[config.mk]
export PLATFORM = sky130hd
export DESIGN_NAME = negedge_generator
export DESIGN_NICKNAME = d
export VERILOG_FILES = /design/src/rtl/negedge_gen_pkg.sv /design/src/rtl/negedge_generator_timer.sv /design/src/rtl/negedge_generator.sv
export SDC_FILE = /design/constraint.sdc
export NUM_CORES = 1
export LEC_CHECK = 0
export BUFFER_PORTS_ARGS = -buffer_cell sky130_fd_sc_hd__buf_2
export CORE_MARGIN = 5
export CORE_UTILIZATION = 55
export CTS_CLUSTER_SIZE = 30
export DETAILED_ROUTE_END_ITERATION = 7
export PLACE_DENSITY = 0.76
export SLEW_MARGIN = 20
export SYNTH_ARGS = -nofsm -noshare
export SYNTH_HDL_FRONTEND = slang
export SYNTH_HIERARCHICAL = 1
export SYNTH_SLANG_ARGS = --single-unit
[constraint.sdc]
create_clock -name clk -period 2.4 [get_ports clk]
set_clock_uncertainty 0.15 [all_clocks]
set_input_delay 0.6 -clock clk [delete_from_list [all_inputs] [get_ports clk]]
set_output_delay 0.6 -clock clk [all_outputs]
set_load 0.02 [all_outputs]
[src/rtl/negedge_gen_pkg.sv]
// Shared state type and width helper for the falling-edge generator.
package negedge_gen_pkg;

   typedef enum logic [1:0] {
      IDLE,
      LOW,
      GAP
   } gen_state_e;

   function automatic int timer_width(input int low_cycles, input int gap_cycles);
      int longest;
      longest = (low_cycles > gap_cycles) ? low_cycles : gap_cycles;
      return $clog2(longest + 1);
   endfunction

endpackage

[src/rtl/negedge_generator_timer.sv]
// Loadable down-counter; done_o marks the last cycle of a loaded interval.
module cycle_timer #(
   parameter int W = 3
) (
   input  logic         clk,
   input  logic         rst,
   input  logic         load_i,
   input  logic [W-1:0] load_val_i,
   output logic         done_o
);

   logic [W-1:0] cnt_q, cnt_d;

   // NOTE: every always_comb output gets a default first so no path leaves it unassigned (no latch).
   always_comb begin
      cnt_d = cnt_q;
      if (load_i) begin
         cnt_d = load_val_i;
      end else if (cnt_q != '0) begin
         cnt_d = cnt_q - W'(1);
      end
   end

   // NOTE: sequential state uses non-blocking assignments so all flops update together.
   always_ff @(posedge clk or posedge rst) begin
      if (rst) begin
         cnt_q <= '0;
      end else begin
         cnt_q <= cnt_d;
      end
   end

   // A load of N gives exactly N cycles ending on the cycle where the count reads 1.
   assign done_o = (cnt_q == W'(1));

endmodule

[src/rtl/negedge_generator.sv]
// Turns request pulses into LOW_CYCLES-long low phases separated by at least GAP_CYCLES high.
module negedge_generator
   import negedge_gen_pkg::*;
#(
   parameter int LOW_CYCLES = 4,
   parameter int GAP_CYCLES = 2,
   parameter int PEND_MAX   = 7
) (
   input  logic                            clk,
   input  logic                            rst,
   input  logic                            pulse_in,
   output logic                            sig_out,
   output logic                            busy,
   output logic [$clog2(PEND_MAX+1)-1:0]   pend_cnt,
   output logic                            overflow
);

   localparam int CNT_W = $clog2(PEND_MAX + 1);
   localparam int TMR_W = timer_width(LOW_CYCLES, GAP_CYCLES);
   localparam logic [CNT_W-1:0] PEND_LIMIT = CNT_W'(PEND_MAX);
   localparam logic [TMR_W-1:0] LOW_LOAD   = TMR_W'(LOW_CYCLES);
   localparam logic [TMR_W-1:0] GAP_LOAD   = TMR_W'(GAP_CYCLES);

   gen_state_e       state_q, state_d;
   logic [CNT_W-1:0] pend_q, pend_d, pend_after;
   logic             sig_q, sig_d;
   logic             busy_q, busy_d;
   logic             ovf_q, ovf_d;
   logic             launch, from_queue, enq;
   logic             tmr_load, tmr_done;
   logic [TMR_W-1:0] tmr_val;

   cycle_timer #(.W(TMR_W)) u_timer (
      .clk        (clk),
      .rst        (rst),
      .load_i     (tmr_load),
      .load_val_i (tmr_val),
      .done_o     (tmr_done)
   );

   always_comb begin
      launch     = ((state_q == IDLE) || (state_q == GAP && tmr_done)) &&
                   ((pend_q != '0) || pulse_in);
      from_queue = launch && (pend_q != '0);
      pend_after = from_queue ? pend_q - CNT_W'(1) : pend_q;
      // A pulse is only absorbed directly when the queue was empty at launch.
      enq        = pulse_in && !(launch && !from_queue);

      pend_d = pend_after;
      ovf_d  = 1'b0;
      if (enq) begin
         if (pend_after < PEND_LIMIT) begin
            pend_d = pend_after + CNT_W'(1);
         end else begin
            ovf_d = 1'b1;
         end
      end

      state_d = state_q;
      case (state_q)
         IDLE:    if (launch)   state_d = LOW;
         LOW:     if (tmr_done) state_d = GAP;
         GAP:     if (tmr_done) state_d = launch ? LOW : IDLE;
         default: state_d = IDLE;
      endcase

      tmr_load = (state_d != state_q) && (state_d != IDLE);
      tmr_val  = (state_d == LOW) ? LOW_LOAD : GAP_LOAD;
      sig_d    = (state_d != LOW);
      busy_d   = (state_d != IDLE);
   end

   always_ff @(posedge clk or posedge rst) begin
      if (rst) begin
         state_q <= IDLE;
         sig_q   <= 1'b1;
         busy_q  <= 1'b0;
         pend_q  <= '0;
         ovf_q   <= 1'b0;
      end else begin
         state_q <= state_d;
         sig_q   <= sig_d;
         busy_q  <= busy_d;
         pend_q  <= pend_d;
         ovf_q   <= ovf_d;
      end
   end

   assign sig_out  = sig_q;
   assign busy     = busy_q;
   assign pend_cnt = pend_q;
   assign overflow = ovf_q;

endmodule

==> results summary, run 1 <==
The most frequently used flop master after synthesis is sky130_fd_sc_hd__dfrtp_1. The buffers inserted during post-CTS setup optimization came out at 0. The total clock sinks came out at 11. Along the worst path, the maximum fanout reaches 7. The worst setup path is captured at a register. The worst path uses 90.8% of the clock period. The wire length after detailed routing is 1420 µm. The region available for standard cell placement spans 1280 µm². TritonCTS built the clock tree.

The routing usage on met3 came out at 5.75%. The cell count after synthesis came out at 82. The first-iteration detailed-routing DRC count came out at 9. The number of enable-type register cells in the synthesized netlist came out at 0. The net switching share of the total power is 44.6%. After synthesis, the netlist uses 39 different library cells.

A synthesized cell averages 9.11 µm². The floorplan has 13 rows. The worst setup path is of the register to register kind. The number of nets in the synthesized netlist came out at 91. STA classifies the critical path startpoint as a register. After synthesis, the share of flip-flops with an asynchronous set or reset is 100%.

For met2 alone, demand over resource in global routing was 25.2%. Clock tree synthesis selected as its root buffer the cell sky130_fd_sc_hd__clkbuf_4. During I/O placement, the number of pins put on the boundary was 9. The global routing stage identified its most utilized layer as met2. Global routing consumed, over all layers together, 15.9% of the routing resources.

Counting the buffers created by CTS gives 3. The final routed DRC violation total came out at 0. The min-delay analysis places its worst path in the category input pin to asynchronous set/reset pin.

The average wire per cell in the routed design came out at 12.7 µm. The final net count is 106. In this design, the stage delay of the slowest critical-path cell is 400 ps.

The library cell used most frequently in the layout, excluding fill and tap cells, is sky130_fd_sc_hd__inv_1. For this design, the slowest cell found on the critical path is sky130_fd_sc_hd__dfrtp_1. The tool flagged a number of max-cap violations equal to 0. The antenna diode count is 0.

The clock edge transition at the registers on the reported setup and hold paths is 60 ps. The relative contribution of sequential cells to total power is 29.5%. The die footprint came out at 2190 µm². The maximum vdd ir drop came out at 0.673 mV. Fill cells in the final layout number 115.

The number of H-tree branching levels is 1. The total negative setup slack is 0 ps. The area of the mapped netlist came out at 747 µm².

The final hold violation count is 0. The multi-input combinational cells in the finished layout cover a total of 418 µm². The initial cell density of the core is 58.1%. The total internal power is 661 µW. The area taken by flip-flops and latches came out at 277 µm². The leakage power is 0.000401 µW. The clock share of power came out at 10.1%. The y dimension of the die is 46.9 µm. The standard cell area after detailed placement is 823 µm². The number of warning messages in the yosys log is 6. The total grt overflow is 0. The pre-antenna-repair detailed-routing pass consisted of 4 iterations.

The final weighted congestion of routability-driven global placement is 0.892. The data arrival at the endpoint of the critical path is 2180 ps. From synthesis to final layout, the design area changed by 14.4%. For this design the total switching power over the nets is 532 µW. The required time of the critical path came out at 2400 ps. The post-route standard cell area excluding fillers came out at 855 µm². The total via count after detailed routing came out at 630.

The part of the Yosys area used for sequential elements came out at 37.0%. In the layout the commonest cells are sky130_fd_sc_hd__inv_1, sky130_fd_sc_hd__dfrtp_1, sky130_fd_sc_hd__buf_2. For the worst-skew pair, the clock arrives at the later sink with an insertion delay of 260 ps. The combinational share of power came out at 60.4%. The width of the chip came out at 46.9 µm. The initial antenna violation count is 0. The critical path goes through inv_1, ha_1, ha_1, a21oi_1, a21oi_1, o21ai_0, buf_4, nor2b_1, a221oi_1. The first global-routing pass estimated 2380 µm of wire. The final number of max-transition violations is 0.

The flow ran to the end, and the final reports show no timing, DRC or antenna violations. The power density of the placed cells is 1400 nW/µm². The detailed-placement wirelength estimate came out at 1170 µm.

The number of global-route vias before repair is 570. In this run the remaining antenna-violating nets after routing total 0. Cells with a size suffix above 1 make up 21.9% of the layout. In the global route stage, met1 resource usage came out at 18.4%. The time the worst path needs with I/O delays and setup came out at 2180 ps. The highest clock frequency the design can meet came out at 459 MHz. Setup repair after global routing left no endpoint under its margin. The via density per instance is 5.68. Input and output buffers added on the ports amount to 8. The number of register bits inferred by synthesis is 11. The maximum root-to-sink buffer count is 2.

Entering global routing, the biggest net connects 12 pins. Setup violations remaining at the end of the flow were counted as 0.
==> kinds of logic (layout without fill, tap and decap cells) <==
kind of cell	count (synthesis)	after routing	share of synthesized area (%)
and+or+nand+nor	28	28	24.5
AOI/OAI and AO/OA	20	20	19.1
buffers and inverters	15	29	7.70
DFF	11	11	37.0
adders and majority gates	6	6	10.0
other	1	1	0.502
xor gates and xnor gates	1	1	1.17
==> power by group through the flow <==
stage,combinational [µW],sequential [µW],clock [µW]
6_report,720,352,121
3_3_place_gp,688,351,0
3_5_place_dp,712,355,0
5_1_grt,806,366,138
2_1_floorplan,487,380,0
4_1_cts,716,352,126
==> worst max-delay path: cells and delay by family, from the launching register on <==
family / cells / cell delay (ps)
DFF: 1 / 400
adders and majority gates: 2 / 470
buffers and inverters: 2 / 280
and+or+nand+nor: 1 / 50
AOI/OAI and AO/OA: 4 / 740
==> final cells by class <==
| cell class | count | share of cell area, % |
|---|---|---|
| multi-input combinational | 56 | 48.9 |
| sequential | 11 | 32.4 |
| timing repair buffer | 11 | 7.32 |
| inverter | 14 | 6.15 |
| clock buffer | 4 | 3.07 |
| tap | 15 | 2.20 |
==> routing by layer <==
metal  wire, µm  vias to the layer above
li1           -                      317
met1        647                      303
met2        716                        8
met3         39                        2
met4         12                        0
met5          0                        -
==> worst paths after layout <==
path | depth (start not counted) | to | slack [ps] | from
worst min-delay path | 2 | u_timer/cnt_q[1]$_DFFE_PP0P_ | 50 | rst
worst min register to register | 1 | state_q[1]$_DFF_PP0_ | 410 | state_q[1]$_DFF_PP0_
worst max register to register | 9 | u_timer/cnt_q[0]$_DFFE_PP0P_ | 220 | pend_cnt[0]$_DFF_PP0_
max in group asynchronous | 2 | sig_out$_DFF_PP1_ | 1680 | rst
worst max-delay path | 9 | u_timer/cnt_q[0]$_DFFE_PP0P_ | 220 | pend_cnt[0]$_DFF_PP0_
min in group clk | 1 | state_q[1]$_DFF_PP0_ | 410 | state_q[1]$_DFF_PP0_
==> synth_stat cells, types with 2 or more instances <==
| master | n | share of area (%) |
|---|---|---|
| sky130_fd_sc_hd__a21oi_1 | 5 | 3.3 |
| sky130_fd_sc_hd__dfrtp_1 | 10 | 34 |
| sky130_fd_sc_hd__ha_1 | 6 | 10 |
| sky130_fd_sc_hd__inv_1 | 13 | 6.5 |
| sky130_fd_sc_hd__nand2_1 | 4 | 2.0 |
| sky130_fd_sc_hd__nand2b_1 | 2 | 1.7 |
| sky130_fd_sc_hd__nand3_1 | 3 | 2.0 |
| sky130_fd_sc_hd__nor2b_1 | 4 | 3.3 |
| sky130_fd_sc_hd__nor3_1 | 2 | 1.3 |
| sky130_fd_sc_hd__nor4b_1 | 2 | 2.3 |
| sky130_fd_sc_hd__o21ai_0 | 3 | 2.0 |
==> state kept, by name (all words and copies together), names as in the netlist <==
name	cells
u_timer/cnt_q	3
overflow	1
pend_cnt	3
sig_out	1
busy	1
state_q	2
==> repair_timing <==
action,in CTS,in global routing
hold buffers,0,0
setup endpoints to repair,0,2
resized for setup,0,1
==> per-stage QoR <==
| stage | instances | total power [µW] | worst slack, ps | hold WS, ps | utilization [%] |
|---|---|---|---|---|---|
| final | 111 | 1190 | 220 | 51.4 | 66.5 |
| after global routing | 111 | 1310 | 8.94 | 33.1 | 66.5 |
| after CTS | 111 | 1190 | 85.6 | 40.0 | 66.1 |
| after detailed placement | 107 | 1070 | 109 | 329 | 64.1 |
| after global placement | 107 | 1040 | 179 | 326 | 64.1 |
| after floorplan | 82 | 867 | 126 | 204 | - |
Note: power is estimated with default switching activity, not from simulation.
==> run 2: changes to the inputs <==
--- a/config.mk
+++ b/config.mk
@@ -5,12 +5,13 @@
 export SDC_FILE = /design/constraint.sdc
 export NUM_CORES = 1
 export LEC_CHECK = 0
-export BUFFER_PORTS_ARGS = -buffer_cell sky130_fd_sc_hd__buf_2
-export CORE_MARGIN = 5
-export CORE_UTILIZATION = 55
+export CAP_MARGIN = 20
+export CORE_AREA = 5 5 42 44
 export CTS_CLUSTER_SIZE = 30
 export DETAILED_ROUTE_END_ITERATION = 7
-export PLACE_DENSITY = 0.76
+export DIE_AREA = 0 0 47 49
+export DONT_BUFFER_PORTS = 1
+export PLACE_DENSITY = 0.72
 export SLEW_MARGIN = 20
 export SYNTH_ARGS = -nofsm -noshare
 export SYNTH_HDL_FRONTEND = slang
==> results summary, run 2 (same netlist as run 1, synthesis figures left out) <==
The run finished with clean final reports. The maximum root-to-sink buffer count is 2. The core region is 1400 µm². The finished layout holds 107 standard cells, fillers aside.

Global routing consumed, on the met3 layer, 2.58% of the routing resources. The fill cell total of the finished layout came out at 133. The buffers inserted during post-CTS setup optimization is 0. The wire length after detailed routing is 1480 µm. The total via count after detailed routing came out at 615. 0 antenna diodes ended up in the layout. The total negative setup slack is 0 ps. Once detail routing completed, the nets flagged for antenna violations numbered 0. Setup repair after global routing left no endpoint under its margin.

For this run the aggregate overflow at the end of global routing stands at 0. In the layout the commonest cells are sky130_fd_sc_hd__inv_1, sky130_fd_sc_hd__dfrtp_1, sky130_fd_sc_hd__ha_1. The initial antenna violation count is 0.

The first routing iteration left 12 violations. In this run the tool buffered the top-level ports with 0 buffer cells. The maximum number of pins on one net before global-route repair came out at 12. The most critical setup path has its startpoint at u_timer/cnt_q[1]$_DFFE_PP0P_. The total clock sinks came out at 11.

The type of the most critical hold path is input pin to asynchronous set/reset pin. After detailed routing, the average wire length per cell comes to 13.8 µm. The data arrival at the endpoint of the critical path is 2220 ps.

The max capacitance violation total came out at 0. The area growth from synthesis to layout is 13.1%. The number of global-route vias before repair came out at 625. The worst register-to-register path ends at pend_cnt[2]$_DFF_PP0_. The number of top-level pins came out at 9. The startpoint of the lowest-slack register-to-register path is u_timer/cnt_q[1]$_DFFE_PP0P_.

The required time of the critical path came out at 2460 ps. The power density of the placed cells came out at 1400 nW/µm². The worst setup path category is register to register.

The post-route clock period utilization is 90.3%. Clock-pin slew was measured on the worst setup and hold paths at 80 ps. For this run, the total global-route usage over all layers was measured as 15.7%. The number of placement rows came out at 14. The maximum vdd ir drop is 0.633 mV. The final hold violation count is 0.

The number of cells in the design after placement came out at 102. The final number of max-transition violations came to 0. The detailed-placement wirelength estimate came out at 1160 µm. For the worst-skew pair, the clock arrives at the later sink with an insertion delay of 280 ps. The worst register-to-register path has a depth of 11. Routability-driven placement finished with a final weighted congestion of 0.861. The highest clock frequency the design can meet came out at 461 MHz. The register-to-register setup slack is 230 ps. The smallest clock period supported by the final layout is computed as 2170 ps.

The met2 track utilization from global routing came out at 23.3%. STA classifies the critical path endpoint as a register. CTS built an H-tree with a depth of 1. The first-pass iteration count of the detailed router is 4. Global routing consumed, on the met1 layer, 19.4% of the routing resources. The tree is rooted in a sky130_fd_sc_hd__clkbuf_4. Of all nets on the critical path, the largest fanout is 5. The final count of negative-setup-slack endpoints came out at 0. After detailed routing, the number of vias per cell comes to 5.75. The y dimension of the die is 49 µm. The first-pass GRT wire length is 2620 µm. The final routed DRC violation total is 0.

The busiest metal layer after global routing is met2. The most critical setup path has its endpoint at pend_cnt[2]$_DFF_PP0_. The worst setup path is launched from a register. In this run the horizontal extent of the chip is 47 µm. The library cell used most frequently in the layout, excluding fill and tap cells, is sky130_fd_sc_hd__inv_1. TritonCTS created 3 clock buffers. The floorplan step defined a die boundary enclosing 2300 µm². The share of layout cells above drive strength 1 is 17.6%. The leakage power is 0.000388 µW. The final net count came out at 101. The TritonCTS clock tree is yes. The initial cell density of the core came out at 53.3%.
[run 2: power by group]
part           switching, µW  total, µW  internal [µW]  leakage [µW]
Clock                   74.9        137           61.9     0.0000177
Sequential               104        379            275      0.000124
Combinational            358        670            312      0.000246
[run 2: critical path, stage by stage (launching register included)]
cell	delay, ps
sky130_fd_sc_hd__dfrtp_1	370
sky130_fd_sc_hd__inv_1	80
sky130_fd_sc_hd__ha_1	180
sky130_fd_sc_hd__nor2b_1	160
sky130_fd_sc_hd__nor2b_2	200
sky130_fd_sc_hd__nor3_1	70
sky130_fd_sc_hd__buf_4	170
sky130_fd_sc_hd__o21ai_1	150
sky130_fd_sc_hd__inv_1	60
sky130_fd_sc_hd__ha_1	200
sky130_fd_sc_hd__and4_1	150
sky130_fd_sc_hd__a21oi_1	140
[run 2: stage by stage]
stage / util, % / hold slack [ps] / setup slack, ps / cell area, µm² / power (µW)
CTS: 59.7 / 17.4 / 246 / 837 / 1180
floorplan: - / 204 / 126 / 747 / 867
detailed placement: 57.1 / 216 / 253 / 800 / 1040
global placement: 57.1 / 213 / 303 / 800 / 1020
finish: 60.3 / 1.37 / 233 / 845 / 1190
global route: 60.3 / 31.0 / 71.0 / 845 / 1300
[run 2: worst min path at each step]
| stage | slack [ps] | to | depth (start not counted) |
|---|---|---|---|
| 2_1_floorplan | 200 | u_timer/cnt_q[0]$_DFFE_PP0P_ | 1 |
| 3_3_place_gp | 210 | u_timer/cnt_q[2]$_DFFE_PP0P_ | 1 |
| 5_1_grt | 30 | state_q[0]$_DFF_PP0_ | 1 |
| 6_report | 1 | state_q[0]$_DFF_PP0_ | 1 |
| 4_1_cts | 20 | state_q[0]$_DFF_PP0_ | 1 |
| 3_5_place_dp | 220 | u_timer/cnt_q[1]$_DFFE_PP0P_ | 1 |
[run 2: layout make-up]
type                       instances  area, µm²  share of cell area (%)
sequential                        11        277                    32.7
clock buffer                       3       22.5                    2.67
clock inverter                     1       5.00                   0.593
timing repair buffer               6       47.5                    5.63
multi-input combinational         56        420                    49.8
tap                               16       20.0                    2.37
inverter                          14       52.6                    6.22
[run 2: what timing repair did]
| action | in CTS | in global routing |
|---|---|---|
| gates resized for setup | 0 | 1 |
| hold buffers | 1 | 0 |
| hold endpoints to repair | 3 | 0 |
| setup endpoints to repair | 0 | 1 |
[run 2: per-layer routing]
| metal | part of all wire (%) | vias up | wire length, µm |
|---|---|---|---|
| met5 | 0 | - | 0 |
| met4 | 3.4 | 0 | 50 |
| met3 | 4.0 | 5 | 59 |
| met2 | 48 | 13 | 710 |
| met1 | 44 | 293 | 657 |
| li1 | - | 304 | - |
==> run 3: changes to the inputs <==
--- a/config.mk
+++ b/config.mk
@@ -11,9 +11,11 @@
 export DETAILED_ROUTE_END_ITERATION = 7
 export DIE_AREA = 0 0 47 49
 export DONT_BUFFER_PORTS = 1
+export MAX_ROUTING_LAYER = met4
 export PLACE_DENSITY = 0.72
 export SLEW_MARGIN = 20
 export SYNTH_ARGS = -nofsm -noshare
 export SYNTH_HDL_FRONTEND = slang
 export SYNTH_HIERARCHICAL = 1
 export SYNTH_SLANG_ARGS = --single-unit
+export TNS_END_PERCENT = 50
==> results summary, run 3 (same netlist as run 1, synthesis figures left out) <==
The final weighted congestion of routability-driven global placement is 0.875. The maximum vdd ir drop came out at 0.633 mV. The maximum number of pins on one net before global-route repair came out at 12. The final net count is 101.

The worst setup path is captured at a register. Across every metal layer, demand over resource in global routing totals 16.1%. The critical path goes through inv_1, ha_1, nor2b_1, nor2b_2, nor3_1, buf_4, o21ai_1, inv_1, ha_1, and4_1, a21oi_1. The startpoint identified for the worst register-to-register timing path is u_timer/cnt_q[1]$_DFFE_PP0P_. The initial antenna violation count came out at 0. The top cell types in the final layout, fill and taps aside, are sky130_fd_sc_hd__inv_1, sky130_fd_sc_hd__dfrtp_1, sky130_fd_sc_hd__ha_1.

The total buffers and inverters traversed by the critical path is 3. The required time of the critical path is 2460 ps. The clock edge transition at the registers on the reported setup and hold paths is 80 ps.

The post-route clock period utilization is 90.3%. Input and output buffers added on the ports amount to 0. The tree is rooted in a sky130_fd_sc_hd__clkbuf_4. The via density per instance is 5.75. The post-route antenna net violation count came out at 0. The flow ran to the end, and the final reports show no timing, DRC or antenna violations. The type of the most critical hold path is input pin to asynchronous set/reset pin. The final number of max-transition violations was 0.

The detailed-placement wirelength estimate is 1160 µm. The antenna diode count came out at 0. The final worst hold slack is 0.997 ps. The maximum root-to-sink buffer count came out at 2.

The highest clock frequency the design can meet came out at 461 MHz. The first-pass GRT wire length came out at 2630 µm. The initial cell density of the core came out at 53.3%. The max capacitance violation total is 0. The average wire per cell in the routed design is 13.8 µm. The wire length after detailed routing is 1480 µm. The first-iteration detailed-routing DRC count is 12. The dominant delay contributor by cell family on the critical path is simple AND/OR/NAND/NOR gates. The depth of the worst register-to-register path is 11. The area growth from synthesis to layout is 13.1%. The y dimension of the die is 49 µm. Setup repair after global routing left no endpoint under its margin. The power density of the placed cells came out at 1400 nW/µm². The register-to-register setup slack came out at 230 ps.

The buffers inserted during post-CTS setup optimization came out at 0. The clock buffer count from CTS came out at 3. The worst setup path is launched from a register. Leaving out fill and tap cells, the most frequent cell in the layout is sky130_fd_sc_hd__inv_1.

The number of placement rows is 14. TritonCTS built the clock tree. In the final layout, the share of cells above drive strength 1 is 17.6%. For this design the top-level I/O count stands at 9. The number of global-route vias before repair came out at 625. The time the worst path needs with I/O delays and setup came out at 2170 ps.

On the critical path, the stage with the largest delay is an instance of sky130_fd_sc_hd__dfrtp_1. The highest net fanout along the worst path is 5. The critical path crosses 11 cells after its start point. The total clock sinks came out at 11.

The data arrival at the endpoint of the critical path came out at 2220 ps. The later pin in the worst-skew pair is clocked with a latency of 280 ps. The die footprint came out at 2300 µm².

The standard cell core area is 1400 µm². The endpoint of the lowest-slack register-to-register path is pend_cnt[2]$_DFF_PP0_. The worst setup path category is register to register.

The total negative setup slack came out at 0 ps. The final hold violation count came to 0. The final routed DRC violation total came out at 0.

The filler cells instantiated in the layout total 133. The width of the chip is 47 µm. The first-pass iteration count of the detailed router is 4. Setup violations remaining at the end of the flow were counted as 0.

Across all layers, the routed design uses 615 vias. The total grt overflow came out at 0. In this run the number of H-tree levels came out at 1.

The analysis attributes to cell leakage a power of 0.000388 µW. For this run, the slowest stage of the critical path takes 370 ps.
## run 3: cell counts in the layout (fill, tap and decap cells not counted)
Identical to the previous run, type by type.
## run 3: power by group
part           total, µW  internal (µW)  switching, µW
Combinational        670            312            358
Sequential           379            275            104
Clock                137           61.9           75.1
Total               1190            649            537
## run 3: how the worst max path moves through the flow
stage / end / start / slack, ps
2_1_floorplan: u_timer/cnt_q[0]$_DFFE_PP0P_ / pend_cnt[0]$_DFF_PP0_ / 130
3_3_place_gp: pend_cnt[1]$_DFF_PP0_ / u_timer/cnt_q[0]$_DFFE_PP0P_ / 300
3_5_place_dp: u_timer/cnt_q[1]$_DFFE_PP0P_ / pend_cnt[0]$_DFF_PP0_ / 250
4_1_cts: pend_cnt[1]$_DFF_PP0_ / u_timer/cnt_q[1]$_DFFE_PP0P_ / 250
5_1_grt: pend_cnt[1]$_DFF_PP0_ / u_timer/cnt_q[1]$_DFFE_PP0P_ / 70
6_report: pend_cnt[2]$_DFF_PP0_ / u_timer/cnt_q[1]$_DFFE_PP0P_ / 230
## run 3: layout make-up
class	count	area (µm²)	share of cell area [%]
clock buffer	3	22.5	2.67
clock inverter	1	5.00	0.593
tap	16	20.0	2.37
inverter	14	52.6	6.22
timing repair buffer	6	47.5	5.63
multi-input combinational	56	420	49.8
sequential	11	277	32.7
## run 3: metal layers
layer / global-route usage, % / wire [µm]
met1: 19.4 / 657
met2: 23.3 / 710
met3: 2.58 / 59
met4: 11.5 / 50
met5: - / 0
## run 3: timing repair
action | in CTS | in global routing
hold endpoints to repair | 3 | 0
hold buffers | 1 | 0
endpoints found under the setup margin | 0 | 1
gates resized for setup | 0 | 1
## run 3: per-stage QoR
| stage | instance area, µm² | total power (µW) | cells | worst slack, ps | utilization, % |
|---|---|---|---|---|---|
| 2_1_floorplan | 747 | 867 | 82 | 126 | - |
| 3_3_place_gp | 800 | 1020 | 102 | 303 | 57.1 |
| 3_5_place_dp | 800 | 1040 | 102 | 253 | 57.1 |
| 4_1_cts | 837 | 1180 | 107 | 246 | 59.7 |
| 5_1_grt | 845 | 1300 | 107 | 71.0 | 60.3 |
| 6_report | 845 | 1190 | 107 | 233 | 60.3 |
